==> config.mk <==
export PLATFORM = sky130hd
export DESIGN_NAME = i2s_transmitter
export DESIGN_NICKNAME = d
export VERILOG_FILES = /design/src/rtl/i2s_pkg.sv /design/src/rtl/i2s_clk_gen.sv /design/src/rtl/i2s_transmitter.sv
export SDC_FILE = /design/constraint.sdc
export NUM_CORES = 1
export LEC_CHECK = 0
export BUFFER_PORTS_ARGS = -buffer_cell sky130_fd_sc_hd__buf_2
export CORE_MARGIN = 2
export CORE_UTILIZATION = 45
export CTS_CLUSTER_DIAMETER = 40
export DETAILED_ROUTE_END_ITERATION = 16
export GPL_TIMING_DRIVEN = 0
export PLACE_DENSITY_LB_ADDON = 0.25
export SYNTH_ARGS = -nofsm -noshare
export SYNTH_HDL_FRONTEND = slang
export SYNTH_SLANG_ARGS = --single-unit
==> constraint.sdc <==
create_clock -name sys_clk -period 8.4 [get_ports sys_clk]
set_input_delay 1.26 -clock sys_clk [delete_from_list [all_inputs] [get_ports sys_clk]]
set_output_delay 1.26 -clock sys_clk [all_outputs]
set_load 0.02 [all_outputs]
==> src/rtl/i2s_pkg.sv <==
// Shared constants and types for the I2S transmitter.
package i2s_pkg;

  localparam int unsigned SLOT_BITS            = 32;
  localparam int unsigned FRAME_TICKS          = 512;
  localparam int unsigned DEFAULT_SAMPLE_WIDTH = 16;
  localparam int unsigned DEFAULT_MCLK_DIV     = 3;

  // Width of the frame counter t (0..FRAME_TICKS-1).
  localparam int unsigned T_WIDTH = $clog2(FRAME_TICKS);

  // Word-select meaning of i2s_lrck.
  typedef enum logic {
    CH_LEFT  = 1'b0,
    CH_RIGHT = 1'b1
  } i2s_ch_e;

endpackage

==> src/rtl/i2s_clk_gen.sv <==
// MCLK divider, 9-bit frame counter and the derived I2S clock outputs.
module i2s_clk_gen
  import i2s_pkg::*;
#(
  parameter int unsigned MCLK_DIV = DEFAULT_MCLK_DIV
) (
  input  logic               sys_clk,
  input  logic               sys_rst,
  output logic               tick,
  output logic [T_WIDTH-1:0] t,
  output logic               i2s_mclk,
  output logic               i2s_bck,
  output logic               i2s_lrck
);

  localparam logic [7:0] DIV_LAST = 8'(MCLK_DIV - 1);

  logic [7:0]         div_q, div_d;
  logic [T_WIDTH-1:0] t_q, t_d;

  // Divider wraps at MCLK_DIV-1; each wrap advances the frame counter.
  always_comb begin
    tick  = (div_q == DIV_LAST);
    div_d = tick ? '0 : div_q + 8'd1;
    t_d   = tick ? t_q + T_WIDTH'(1) : t_q;
  end

  // Divider and frame counter state.
  always_ff @(posedge sys_clk or posedge sys_rst) begin
    if (sys_rst) begin
      div_q <= '0;
      t_q   <= '0;
    end else begin
      div_q <= div_d;
      t_q   <= t_d;
    end
  end

  assign t        = t_q;
  assign i2s_mclk = t_q[0];
  assign i2s_bck  = t_q[2];
  assign i2s_lrck = t_q[T_WIDTH-1];

endmodule

==> src/rtl/i2s_transmitter.sv <==
// Philips-format I2S transmitter with a one-pair holding register.
// Optional feature: define I2S_TX_UNDERRUN_CNT_EN to add the 16-bit
// saturating underrun_count output.
module i2s_transmitter
  import i2s_pkg::*;
#(
  parameter int unsigned MCLK_DIV     = DEFAULT_MCLK_DIV,
  parameter int unsigned SAMPLE_WIDTH = DEFAULT_SAMPLE_WIDTH
) (
  input  logic                    sys_clk,
  input  logic                    sys_rst,
  input  logic                    s_valid,
  output logic                    s_ready,
  input  logic [SAMPLE_WIDTH-1:0] s_left,
  input  logic [SAMPLE_WIDTH-1:0] s_right,
  output logic                    i2s_mclk,
  output logic                    i2s_bck,
  output logic                    i2s_lrck,
  output logic                    i2s_dout,
  output logic                    frame_start,
  output logic                    underrun
`ifdef I2S_TX_UNDERRUN_CNT_EN
  ,
  output logic [15:0]             underrun_count
`endif
);

  localparam logic [4:0] LAST_SLOT = 5'(SAMPLE_WIDTH);

  logic               tick;
  logic [T_WIDTH-1:0] t;
  logic               bit_edge, frame_load, accept, in_sample;
  logic [5:0]         bit_next;
  i2s_ch_e            ch_next;

  logic                    hold_full_q, hold_full_d;
  logic [SAMPLE_WIDTH-1:0] hold_l_q, hold_l_d, hold_r_q, hold_r_d;
  logic [SAMPLE_WIDTH-1:0] shift_l_q, shift_l_d, shift_r_q, shift_r_d;
  logic                    dout_q, dout_d;
  logic                    fs_q, fs_d;
  logic                    ur_q, ur_d;
  logic                    ready_q, ready_d;
`ifdef I2S_TX_UNDERRUN_CNT_EN
  logic [15:0]             cnt_q, cnt_d;
`endif

  i2s_clk_gen #(
    .MCLK_DIV (MCLK_DIV)
  ) u_clk_gen (
    .sys_clk  (sys_clk),
    .sys_rst  (sys_rst),
    .tick     (tick),
    .t        (t),
    .i2s_mclk (i2s_mclk),
    .i2s_bck  (i2s_bck),
    .i2s_lrck (i2s_lrck)
  );

  // Slot/channel about to start, load and bit-shift decisions, handshake.
  always_comb begin
    hold_full_d = hold_full_q;
    hold_l_d    = hold_l_q;
    hold_r_d    = hold_r_q;
    shift_l_d   = shift_l_q;
    shift_r_d   = shift_r_q;
    dout_d      = dout_q;
    fs_d        = 1'b0;
    ur_d        = 1'b0;

    bit_edge   = tick && (t[2:0] == 3'b111);
    frame_load = tick && (t == '1);
    accept     = s_valid && ready_q;
    // t[8:3] of the bit period that begins on this BCK falling edge.
    bit_next   = t[T_WIDTH-1:3] + 6'd1;
    ch_next    = i2s_ch_e'(bit_next[5]);
    in_sample  = (bit_next[4:0] != '0) && (bit_next[4:0] <= LAST_SLOT);

    if (bit_edge) begin
      dout_d = 1'b0;
      if (in_sample) begin
        if (ch_next == CH_LEFT) begin
          dout_d    = shift_l_q[SAMPLE_WIDTH-1];
          shift_l_d = shift_l_q << 1;
        end else begin
          dout_d    = shift_r_q[SAMPLE_WIDTH-1];
          shift_r_d = shift_r_q << 1;
        end
      end
    end

    // The wrap tick is also a bit edge, but slot 0 never shifts, so the
    // load below cannot collide with a shift.
    if (frame_load) begin
      fs_d = 1'b1;
      if (hold_full_q) begin
        shift_l_d = hold_l_q;
        shift_r_d = hold_r_q;
      end else begin
        shift_l_d = '0;
        shift_r_d = '0;
        ur_d      = 1'b1;
      end
      hold_full_d = 1'b0;
    end

    // Applied after the load so a pair offered on an empty load cycle is
    // kept for the following frame.
    if (accept) begin
      hold_full_d = 1'b1;
      hold_l_d    = s_left;
      hold_r_d    = s_right;
    end

    ready_d = !hold_full_d;

`ifdef I2S_TX_UNDERRUN_CNT_EN
    cnt_d = cnt_q;
    if (ur_d && (cnt_q != '1)) begin
      cnt_d = cnt_q + 16'd1;
    end
`endif
  end

  // Holding register, shift registers and registered outputs.
  always_ff @(posedge sys_clk or posedge sys_rst) begin
    if (sys_rst) begin
      hold_full_q <= 1'b0;
      hold_l_q    <= '0;
      hold_r_q    <= '0;
      shift_l_q   <= '0;
      shift_r_q   <= '0;
      dout_q      <= 1'b0;
      fs_q        <= 1'b0;
      ur_q        <= 1'b0;
      ready_q     <= 1'b0;
`ifdef I2S_TX_UNDERRUN_CNT_EN
      cnt_q       <= '0;
`endif
    end else begin
      hold_full_q <= hold_full_d;
      hold_l_q    <= hold_l_d;
      hold_r_q    <= hold_r_d;
      shift_l_q   <= shift_l_d;
      shift_r_q   <= shift_r_d;
      dout_q      <= dout_d;
      fs_q        <= fs_d;
      ur_q        <= ur_d;
      ready_q     <= ready_d;
`ifdef I2S_TX_UNDERRUN_CNT_EN
      cnt_q       <= cnt_d;
`endif
    end
  end

  assign s_ready     = ready_q;
  assign i2s_dout    = dout_q;
  assign frame_start = fs_q;
  assign underrun    = ur_q;
`ifdef I2S_TX_UNDERRUN_CNT_EN
  assign underrun_count = cnt_q;
`endif

endmodule

==> impl_results.md, run 1 <==
* Hpwl dp at 4.63 mm
* EDFF count, synth at 0
* Synth Area per Inst at around 12 um^2
* Pre-antenna DRT Iters at 4
* Tcrit/Tclk final at 27.8%
* # setup viols final at 0
* CP startpoint: u_clk_gen.t[0]$_DFFE_PP0N_
* Initial DRC Count at 78
* Die Wd at 96.0 um
* # diodes at 0
* Synthesized area at 3810 um^2
* Pin count of the biggest net entering global routing at 56
* CTS tree: built
* Synth Warn # at 0
* CTS-repair resized insts at 0
* Max cap viols at 0
* Drt drc at 0
* Share of the synthesized area in the top cell type at 56.5%
* Count of cell types in the netlist at 29
* HP Class: flip-flop to flip-flop
* Minimum clock period after layout at 2.34 ns
* Post-CTS setup buffer count at 0
* Placer congestion estimate at 0.740
* CTS H-tree depth at 3
* Initial antenna violation count at 0
* Layout net count at 409
* Post-Place Cells at 463
* Maximum VDD drop at roughly 0.086 mV
* Async SR Flop Fraction at 100%
* Area growth from synthesis to layout at 15.3%
* Rows at 33
* Clock sinks at 86
* Mapped Cells at 316
* #FFs+latches synth at 86
* Via count at 2445
* Final cell count without fillers at 479
* Hold Fails Final Rpt at 0
* GRT busiest layer: met2
* Chip Height at 96.0 um
* Vias in the first global route at 2436
* Max-slew violations at 0
* Met3 track demand over resource at 3.99%
* Power Dens Cells at between 150 and 200 nW/um^2
* Crit path required time at 8.62 ns
* Cts bufs inserted at 9
* WL per Instance at 14.0 um
* Hold_buf cts at 0
* Hold_sp: u_clk_gen.t[6]$_DFFE_PP0N_
* Ys flop type: dfrtp_1
* Initial core utilization at 46.3%
* Design Power at 0.749 mW
* Yosys top cell by area: dfrtp_1
* Commonest non-fill, non-tap cell in the layout: dfrtp_1
* Reg-to-reg slack, setup at between 6 and 7 ns
* Crit path max fanout at 10
* Met2 usage at 26.0%
* Worst Setup Start Kind: flip-flop
* Crit Reg-Reg Startpoint: u_clk_gen.t[0]$_DFFE_PP0N_
* Least-Margin Pin Slew at 0.609 ns
* Final Skew at 0.0103 ns
* Leak pwr at 2.36 nW
* CP endpoint kind: flip-flop
* Worst-skew pair later-pin latency at 0.35 ns
* Clk pin slew, worst setup/hold paths at 0.08 ns
* RSZ-0062 raised after global routing: false
* Met1 GRT Util at a little under a quarter
* Synth Net Count at 356
* CP Class: flip-flop to flip-flop
* All-Layer GR Usage at 17.0%
* CORE AREA at 8220 um^2
* CTS root buffer: clkbuf_8
* Status: finished, final reports clean
* Port Buf Inserts at a little over 40
* Relative slew slack at 59.4%
* Global-route wire length before repair at ~12 mm
* Post-synthesis sequential area ratio at 56.5%
* Via density per instance at 5.10
* Bufs on Longest Clock Path at 2
* Most frequent cells in the layout: 86 x dfrtp_1, 44 x buf_2, 37 x nand2_1
* Worst Path Arrival at 2.56 ns
* Setup TNS at 0 ns
* Fmax at 428 MHz
* Layout cell share with drive strength beyond 1 at approximately a quarter
* Top cells by area, synth: dfrtp_1 57%, mux2_2 11%, mux2i_1 8.1%
* DRT Wirelength at 6.72 mm
* Die Area at 9210 um^2
* Gr ovfl total at 0
* Final ANT Viol Nets at 0
* Ports at 42
-- final cells by class --
| type | count | area, um^2 |
|---|---|---|
| clock inverters | 3 | 67.6 |
| repair buffers | 42 | 233 |
| fillers | 736 | 3830 |
| inverters | 2 | 10.0 |
| multi-input cells | 212 | 1580 |
| clock buffers | 13 | 149 |
| plain buffers | 16 | 71.3 |
| flip-flops and latches | 86 | 2150 |
| well taps | 105 | 131 |
-- path summary, 6_finish.rpt --
check | depth (start not counted) | end
max | 7 | shift_l_q[2]$_DFFE_PP0P_
min | 1 | u_clk_gen.t[6]$_DFFE_PP0N_
max reg2reg | 7 | shift_l_q[2]$_DFFE_PP0P_
min reg2reg | 1 | u_clk_gen.t[6]$_DFFE_PP0N_
max in group asynchronous | 3 | hold_full_q$_DFF_PP0_
min in group asynchronous | 2 | hold_r_q[2]$_DFFE_PP0P_
-- metal layers --
| metal | share of wire [%] | wire, um | vias to the layer above |
|---|---|---|---|
| met5 | 0 | 0 | - |
| met3 | 3.6 | 244 | 12 |
| li1 | - | - | 1186 |
| met1 | 49 | 3290 | 1208 |
| met4 | 1.9 | 127 | 0 |
| met2 | 45 | 3060 | 39 |
-- kinds of logic (layout without fill, tap and decap cells) --
family,count (synthesis),count (layout),share of synthesized area [%]
mux,67,67,18.8
simple gates,94,94,13.3
xor+xnor,12,12,2.76
buf+inv,18,76,2.07
fa+ha+maj,5,5,1.64
compound gates,34,34,4.86
flops,86,86,56.5
-- power by group --
part	total [mW]	internal (mW)	switching (mW)
clock network	0.319	0.176	0.143
logic	0.0170	0.00700	0.00996
registers	0.414	0.414	0
total	0.749	0.597	0.153
-- cells in the mapped netlist (5+ instances only) --
library cell  number
dfrtp_1           86
nand2_1           37
mux2_2            36
and2_1            31
mux2i_1           31
o21ai_0           25
clkbuf_1          12
xnor2_1           10
and3_1             6
ha_1               5
nor2_1             5
o21ai_1            5
-- flip-flops by register name, indices dropped and copies added, names as in the netlist --
| name | cells |
|---|---|
| hold_l_q | 16 |
| hold_r_q | 16 |
| shift_l_q | 16 |
| shift_r_q | 16 |
| u_clk_gen.t | 9 |
| u_clk_gen.div_q | 8 |
| frame_start | 1 |
| hold_full_q | 1 |
| i2s_dout | 1 |
| s_ready | 1 |
| underrun | 1 |
-- per-stage QoR --
step                hold slack [ns]  area [um^2]  util [%]  setup WS (ns)
global placement              0.456         4140      50.4           3.87
CTS                           0.484         4390      53.4           6.04
detailed placement            0.472         4170      50.8           5.70
global route                  0.514         4390      53.4           5.89
finish                        0.482         4390      53.4           6.06
floorplan                     0.439         3810         -           4.92
-- critical path: stages (launching register included) --
cell and delay, ns:
dfrtp_1 0.42, ha_1 0.23, and3_1 0.20, and3_1 0.17
ha_1 0.23, o211ai_1 0.37, clkbuf_1 0.42, o21ai_0 0.17
Note: power is estimated with default switching activity, not from simulation.
==> run 2, diff against run 1 <==
ABC_AREA = 1   (was unset)
clock period = 1.9 ns   (was 8.4 ns; I/O delays follow)
==> impl_results.md, run 2 <==
* Status: finished, final reports clean
* Port Buf Inserts at 41 (unchanged)
* CP Class: flip-flop to flip-flop
* Chip Height at 99.1 um (+3.3%)
* P_int at 3.04 mW (+410%)
* Least-Margin Pin Slew at 0.569 ns (-0.0394 ns)
* Initial antenna violation count at 0 (unchanged)
* Most frequent cells in the layout: 237 x nand2_1, 86 x dfrtp_1, 45 x buf_2
* Clock share of power at 36.1% (-6.4 points)
* Sw Share at 25.8% (+5.4 points)
* Minimum clock period after layout at 1.85 ns (-0.490 ns)
* Relative slew slack at 62.0% (+2.5 points)
* Global-route wire length before repair at 16.0 mm (+36%)
* Cts bufs inserted at 9 (unchanged)
* Gr ovfl total at 0 (unchanged)
* Met2 usage at 32.3% (+6.2 points)
* Layout cell share with drive strength beyond 1 at 17.9% (-8.8 points)
* # diodes at 0 (unchanged)
* Flop pwr share at 53.2% (-2.0 points)
* Ports at 42 (unchanged)
* Hold Fails Final Rpt at 0 (unchanged)
* GRT busiest layer: met2
* Met3 track demand over resource at 2.88% (-1.1 points)
* Maximum VDD drop at 0.451 mV (+430%)
* WL per Instance at 13.4 um (-4.2%)
* Met1 GRT Util at 27.6% (+4.2 points)
* Most frequent cell after synthesis: nand2_1
* Crit path required time at 2.16 ns (-6.46 ns)
* Pre-CTS setup slack at -0.103 ns (-5.81 ns)
* Comb pwr share at 10.7% (+8.4 points)
* Initial DRC Count at 146 (+87%)
* Drt drc at 0 (unchanged)
* Count of cell types in the netlist at 30 (+3.4%)
* Max cap viols at 0 (unchanged)
* Top cells by count, synth: 237 x nand2_1, 86 x dfrtp_1, 40 x nand3_1
* Rows at 34 (+3.0%)
* Clock sinks at 86 (unchanged)
* Top cells by area, synth: dfrtp_1 53%, nand2_1 22%, nand3_1 4.9%
* Mapped Cells at 493 (+56%)
* Pin count of the biggest net entering global routing at 36 (-36%)
* Worst path max stage delay at 0.41 ns (about the same)
* Pre-antenna DRT Iters at 4 (unchanged)
* Worst Reg2Reg Path Length in Cells at 10 (+3)
* Fillers at 826 (+12%)
* Post-synthesis sequential area ratio at 52.9% (-3.7 points)
* Ys flop type: dfrtp_1
* Die Wd at 99.1 um (+3.3%)
* Via count at 3361 (+37%)
* Die Area at 9820 um^2 (+6.6%)
* Max-slew violations at 0 (unchanged)
* CP top delay family: simple AND/OR/NAND/NOR gates
* Initial core utilization at 46.5% (+0.12 points)
* #FFs+latches synth at 86 (unchanged)
* Power Dens Cells at 847 nW/um^2 (+400%)
* Commonest non-fill, non-tap cell in the layout: nand2_1
* Fmax at 541 MHz (+27%)
* DRT Wirelength at 8.95 mm (+33%)
* Bufs on Longest Clock Path at 2 (unchanged)
* Yosys top cell by area: dfrtp_1
* Crit path max fanout at 9 (-1)
* CP Cell Sequence: ha_4, nand3_4, nor4_4, ha_4, nand2_8, clkbuf_16, nand2_1, o21ai_1, nand2_1, nand2_1
* Synthesized area at 4070 um^2 (+6.9%)
* Area growth from synthesis to layout at 18.8%
* Synth Warn # at 0 (unchanged)
* Tcrit/Tclk final at 97.3% (+69 points)
* # setup viols final at 0 (unchanged)
* Top cell by count, worst path: nand2_1
* Worst Path Arrival at 2.11 ns (-0.45 ns)
* Slowest CP cell: dfrtp_1
* Vias in the first global route at 3500 (+44%)
* CP endpoint kind: flip-flop
* Final ANT Viol Nets at 0 (unchanged)
* Hpwl dp at 6.20 mm (+34%)
* Worst Setup Start Kind: flip-flop
* Critical Path Stages at 10 (+3)
* Layout net count at 593 (+45%)
* Async SR Flop Fraction at 100% (unchanged)
* All-Layer GR Usage at 20.0% (+3.0 points)
* HP Class: input port to flip-flop
* Final Skew at 0.0116 ns (+0.00130 ns)
* Placer congestion estimate at 0.815 (+10%)
* Synth Net Count at 533 (+50%)
* Sw Pwr at 1.06 mW (+590%)
* Design Power at 4.10 mW (+450%)
* CP bufs+invs at 1 (unchanged)
* Share of the synthesized area in the top cell type at 52.9% (-3.7 points)
* Fin worst setup slack at 0.0518 ns (-6.01 ns)
* RSZ-0062 raised after global routing: true
* Util after Layout at 55.2% (+1.8 points)
* Leak pwr at 2.56 nW (+8.6%)
* CTS root buffer: clkbuf_8
* CORE AREA at 8760 um^2 (+6.7%)
* Worst-skew pair later-pin latency at 0.36 ns (about the same)
* EDFF count, synth at 0 (unchanged)
* CTS H-tree depth at 3 (unchanged)
* Clk pin slew, worst setup/hold paths at 0.09 ns (about the same)
* Via density per instance at 5.05 (-1.1%)
* Hold depth at 3 (+2)
* CTS tree: built
* Synth Area per Inst at 8.26 um^2 (-31%)
[run 2: cell types whose count changed after synthesis, sizes merged, moves of 17 or more]
| cell | before | now |
|---|---|---|
| and2 | 32 | 0 |
| inv | 2 | 19 |
| mux2 | 36 | 2 |
| mux2i | 31 | 0 |
| nand2 | 37 | 244 |
| nand3 | 4 | 40 |
[run 2: layer usage]
| layer | wire, um | share of wire (%) |
|---|---|---|
| met4 | 157 | 1.8 |
| met5 | 0 | 0 |
| met1 | 4280 | 48 |
| met3 | 251 | 2.8 |
| met2 | 4260 | 48 |
[run 2: path summary, 6_finish.rpt]
kind	end	startpoint	slack (ns)
worst max-delay path	shift_l_q[10]$_DFFE_PP0P_	u_clk_gen.t[1]$_DFFE_PP0N_	0.05
worst min-delay path	hold_l_q[6]$_DFFE_PP0P_	s_left[6]	0.11
worst max register to register	shift_l_q[10]$_DFFE_PP0P_	u_clk_gen.t[1]$_DFFE_PP0N_	0.05
worst min register to register	hold_l_q[15]$_DFFE_PP0P_	hold_l_q[15]$_DFFE_PP0P_	0.48
max in group asynchronous	hold_l_q[7]$_DFFE_PP0P_	sys_rst	0.82
min in group asynchronous	shift_r_q[5]$_DFFE_PP0P_	sys_rst	0.53
[run 2: layout make-up]
cell class                      count  area (um^2)  area share, %
Buffer                             23          159           3.29
Clock buffer                       11          151           3.13
Clock inverter                      5         81.3           1.68
Inverter                           19         75.1           1.55
Multi-Input combinational cell    365         1770           36.7
Sequential cell                    86         2150           44.5
Tap cell                          108          135           2.79
Timing Repair Buffer               49          310           6.41
[run 2: worst register-to-register path: stages, from the launching register on]
cell,delay (ns)
dfrtp_1,0.41
ha_4,0.18
nand3_4,0.10
nor4_4,0.33
ha_4,0.23
nand2_8,0.10
clkbuf_16,0.17
nand2_1,0.06
o21ai_1,0.08
nand2_1,0.06
nand2_1,0.04
[run 2: what timing repair did]
action / CTS / global route
resized for setup: 2 / 17
pin swaps: 1 / 4
gates cloned: 0 / 1
endpoints found under the setup margin: 32 / 30
hold buffers: 1 / 0
hold endpoints to repair: 20 / 0
setup buffers: 1 / 3
[run 2: stage by stage]
step | TNS (ns) | instance area, um^2 | cells | hold WS [ns]
6_report | 0 | 4840 | 666 | 0.112
3_5_place_dp | -2.00 | 4460 | 644 | 0.380
5_1_grt | -0.360 | 4840 | 666 | 0.115
4_1_cts | 0 | 4710 | 662 | 0.105
3_3_place_gp | -1.43 | 4420 | 642 | 0.462
2_1_floorplan | 0 | 4080 | 493 | 0.395
[run 2: kinds of logic after synthesis]
family                   after synthesis  synth area share (%)
flip-flops                            86                  52.9
buffers and inverters                 42                  5.10
AND/OR/NAND/NOR                      312                  33.2
adder cells (fa/ha/maj)                5                  1.54
XOR/XNOR                              11                  2.37
AO/OA/AOI/OAI                         35                  4.43
multiplexers                           2                 0.553
[run 2: power groups by stage]
stage	clock network (mW)	registers [mW]	logic, mW
2_1_floorplan	0	2.18	0.315
3_3_place_gp	0	2.21	0.419
3_5_place_dp	0	2.22	0.444
6_report	1.48	2.18	0.437
4_1_cts	1.51	2.18	0.448
5_1_grt	1.58	2.22	0.539
==> run 3, diff against run 2 <==
CORE_UTILIZATION = 40   (was 45)
clock period = 2 ns   (was 1.9 ns; I/O delays follow)
==> impl_results.md, run 3 (same netlist as run 2, synthesis figures left out) <==
* Status: finished, final reports clean
* CTS tree: built
* Placed Area at 4490 um^2 (+0.70%)
* Commonest non-fill, non-tap cell in the layout: nand2_1
* Hold Fails Final Rpt at 0 (unchanged)
* Gr ovfl total at 0 (unchanged)
* Chip Height at 105 um (+5.8%)
* Max-slew violations at 0 (unchanged)
* Fin area at 4700 um^2 (-2.9%)
* Top cell by count, worst path: nand2_1
* Worst path max stage delay at 0.40 ns (about the same)
* Relative slew slack at 64.7% (+2.8 points)
* Max cap viols at 0 (unchanged)
* Global-route wire length before repair at 15.4 mm (-3.4%)
* Least-Margin Pin Slew at 0.528 ns (-0.0416 ns)
* Multi-input combinational cell area at 1720 um^2 (-3.0%)
* CP Class: flip-flop to flip-flop
* Reg-to-reg slack, setup at 0.14 ns (+0.09 ns)
* Crit path required time at 2.25 ns (+0.09 ns)
* Initial DRC Count at 162 (+11%)
* CORE AREA at 9820 um^2 (+12%)
* Clock sinks at 86 (unchanged)
* DRT Wirelength at 8.44 mm (-5.7%)
* HP Class: input port to flip-flop
* Via density per instance at 4.76 (-5.7%)
* Hpwl dp at 6.05 mm (-2.5%)
* Via count at 3270 (-2.7%)
* Leak pwr at 2.50 nW (-2.5%)
* Ports at 42 (unchanged)
* Layout net count at 589 (-0.67%)
* Final ANT Viol Nets at 0 (unchanged)
* Rows at 36 (+5.9%)
* Initial antenna violation count at 0 (unchanged)
* Power Dens Cells at 772 nW/um^2 (-8.9%)
* Most frequent cells in the layout: 237 x nand2_1, 86 x dfrtp_1, 46 x buf_2
* Vias in the first global route at 3239 (-7.5%)
* All-Layer GR Usage at 17.0% (-3.0 points)
* Util after Layout at 47.8% (-7.4 points)
* Fin worst setup slack at 0.141 ns (+0.0892 ns)
* Minimum clock period after layout at 1.86 ns (+0.0108 ns)
* Slowest CP cell: dfrtp_1
* Port Buf Inserts at 41 (unchanged)
* Worst Path Arrival at 2.11 ns (about the same)
* Drt drc at 0 (unchanged)
* Maximum VDD drop at 0.425 mV (-5.8%)
* Register area at 2150 um^2 (unchanged)
* Die Area at 11000 um^2 (+12%)
* CP Cell Sequence: ha_1, nand3_1, nor4_2, ha_2, nand2_4, buf_4, nand2_1, o21ai_1, nand2_1, nand2_1
* Fillers at 1020 (+23%)
* # setup viols final at 0 (unchanged)
* Crit path max fanout at 10 (+1)
* Initial core utilization at 41.5% (-5.0 points)
* CP endpoint kind: flip-flop
* Bufs on Longest Clock Path at 2 (unchanged)
* Cts bufs inserted at 9 (unchanged)
* Pin count of the biggest net entering global routing at 40 (+11%)
* CTS root buffer: clkbuf_8
* Layout cell share with drive strength beyond 1 at 17.0% (-0.95 points)
* Die Wd at 105 um (+5.8%)
* CP top delay family: simple AND/OR/NAND/NOR gates
* WL per Instance at 12.3 um (-8.5%)
* Placer congestion estimate at 0.816 (+0.16%)
* Worst Setup Start Kind: flip-flop
* Area growth from synthesis to layout at 15.4%
* Final Skew at 0.0121 ns (+0.000461 ns)
* Pre-CTS setup slack at 0.0491 ns (+0.152 ns)
* # diodes at 0 (unchanged)
* Min Hold Slack at 0.124 ns (+0.0120 ns)
* Clk pin slew, worst setup/hold paths at 0.10 ns (about the same)
* Tcrit/Tclk final at 93.0% (-4.3 points)
* Pre-antenna DRT Iters at 4 (unchanged)
* Fmax at 538 MHz (-0.58%)
* CP bufs+invs at 1 (unchanged)
* Worst-skew pair later-pin latency at 0.36 ns (about the same)
* CTS H-tree depth at 3 (unchanged)
==> run 3: cell types whose count changed in the layout (fill, tap and decap cells not counted), moves of 2 or more <==
cell	delta
inv_6	+4
buf_6	-2
bufinv_16	-2
clkbuf_8	-2
ha_4	-2
==> run 3: layout make-up <==
type	count	share of cell area, %
well taps	133	3.54
repair buffers	45	5.59
multi-input cells	365	36.6
clock inverters	7	1.17
clock buffers	9	2.64
inverters	19	1.60
flip-flops and latches	86	45.8
plain buffers	23	3.01
==> run 3: layer usage <==
layer,GRT usage [%],vias up,wire length (um)
met5,0,-,0
met4,4.48,0,76
met3,3.62,6,321
met2,27.0,60,3950
met1,23.6,1538,4090
li1,-,1666,-
==> run 3: path summary, 6_finish.rpt <==
kind                       depth (start not counted)                      endpoint                        from
setup / recovery                                  10     shift_l_q[11]$_DFFE_PP0P_  u_clk_gen.t[0]$_DFFE_PP0N_
hold / removal                                     3       hold_r_q[5]$_DFFE_PP0P_                  s_right[5]
setup reg to reg                                  10     shift_l_q[11]$_DFFE_PP0P_  u_clk_gen.t[0]$_DFFE_PP0N_
hold reg to reg                                    1    u_clk_gen.t[5]$_DFFE_PP0N_  u_clk_gen.t[5]$_DFFE_PP0N_
max in group asynchronous                          4      shift_r_q[1]$_DFFE_PP0P_                     sys_rst
min in group asynchronous                          3  u_clk_gen.div_q[6]$_DFF_PP0_                     sys_rst
==> run 3: through the flow <==
step	instances	TNS [ns]	power (mW)
6_report	687	0	3.62
5_1_grt	687	-0.00474	3.87
4_1_cts	686	0	3.67
3_5_place_dp	669	0	2.53
3_3_place_gp	667	0	2.50
2_1_floorplan	493	0	2.37
==> run 3: worst reg2reg max path: cells and delay by family, from the launching register on <==
family / cells / cell delay (ns)
fa+ha+maj: 2 / 0.47
compound gates: 1 / 0.07
flops: 1 / 0.40
buf+inv: 1 / 0.20
simple gates: 6 / 0.62
==> run 3: what timing repair did <==
item	CTS	global route
resized for setup	0	6
hold buffers	1	0
buffers inserted	0	1
setup endpoints to repair	0	31
hold endpoints to repair	20	0
==> run 3: power by group <==
part	total (mW)	switching (mW)	internal (mW)	leakage, nW
Sequential	2.07	0.122	1.95	1.14
Combinational	0.413	0.247	0.166	1.27
Clock	1.14	0.671	0.467	0.0870
Total	3.62	1.04	2.59	2.50
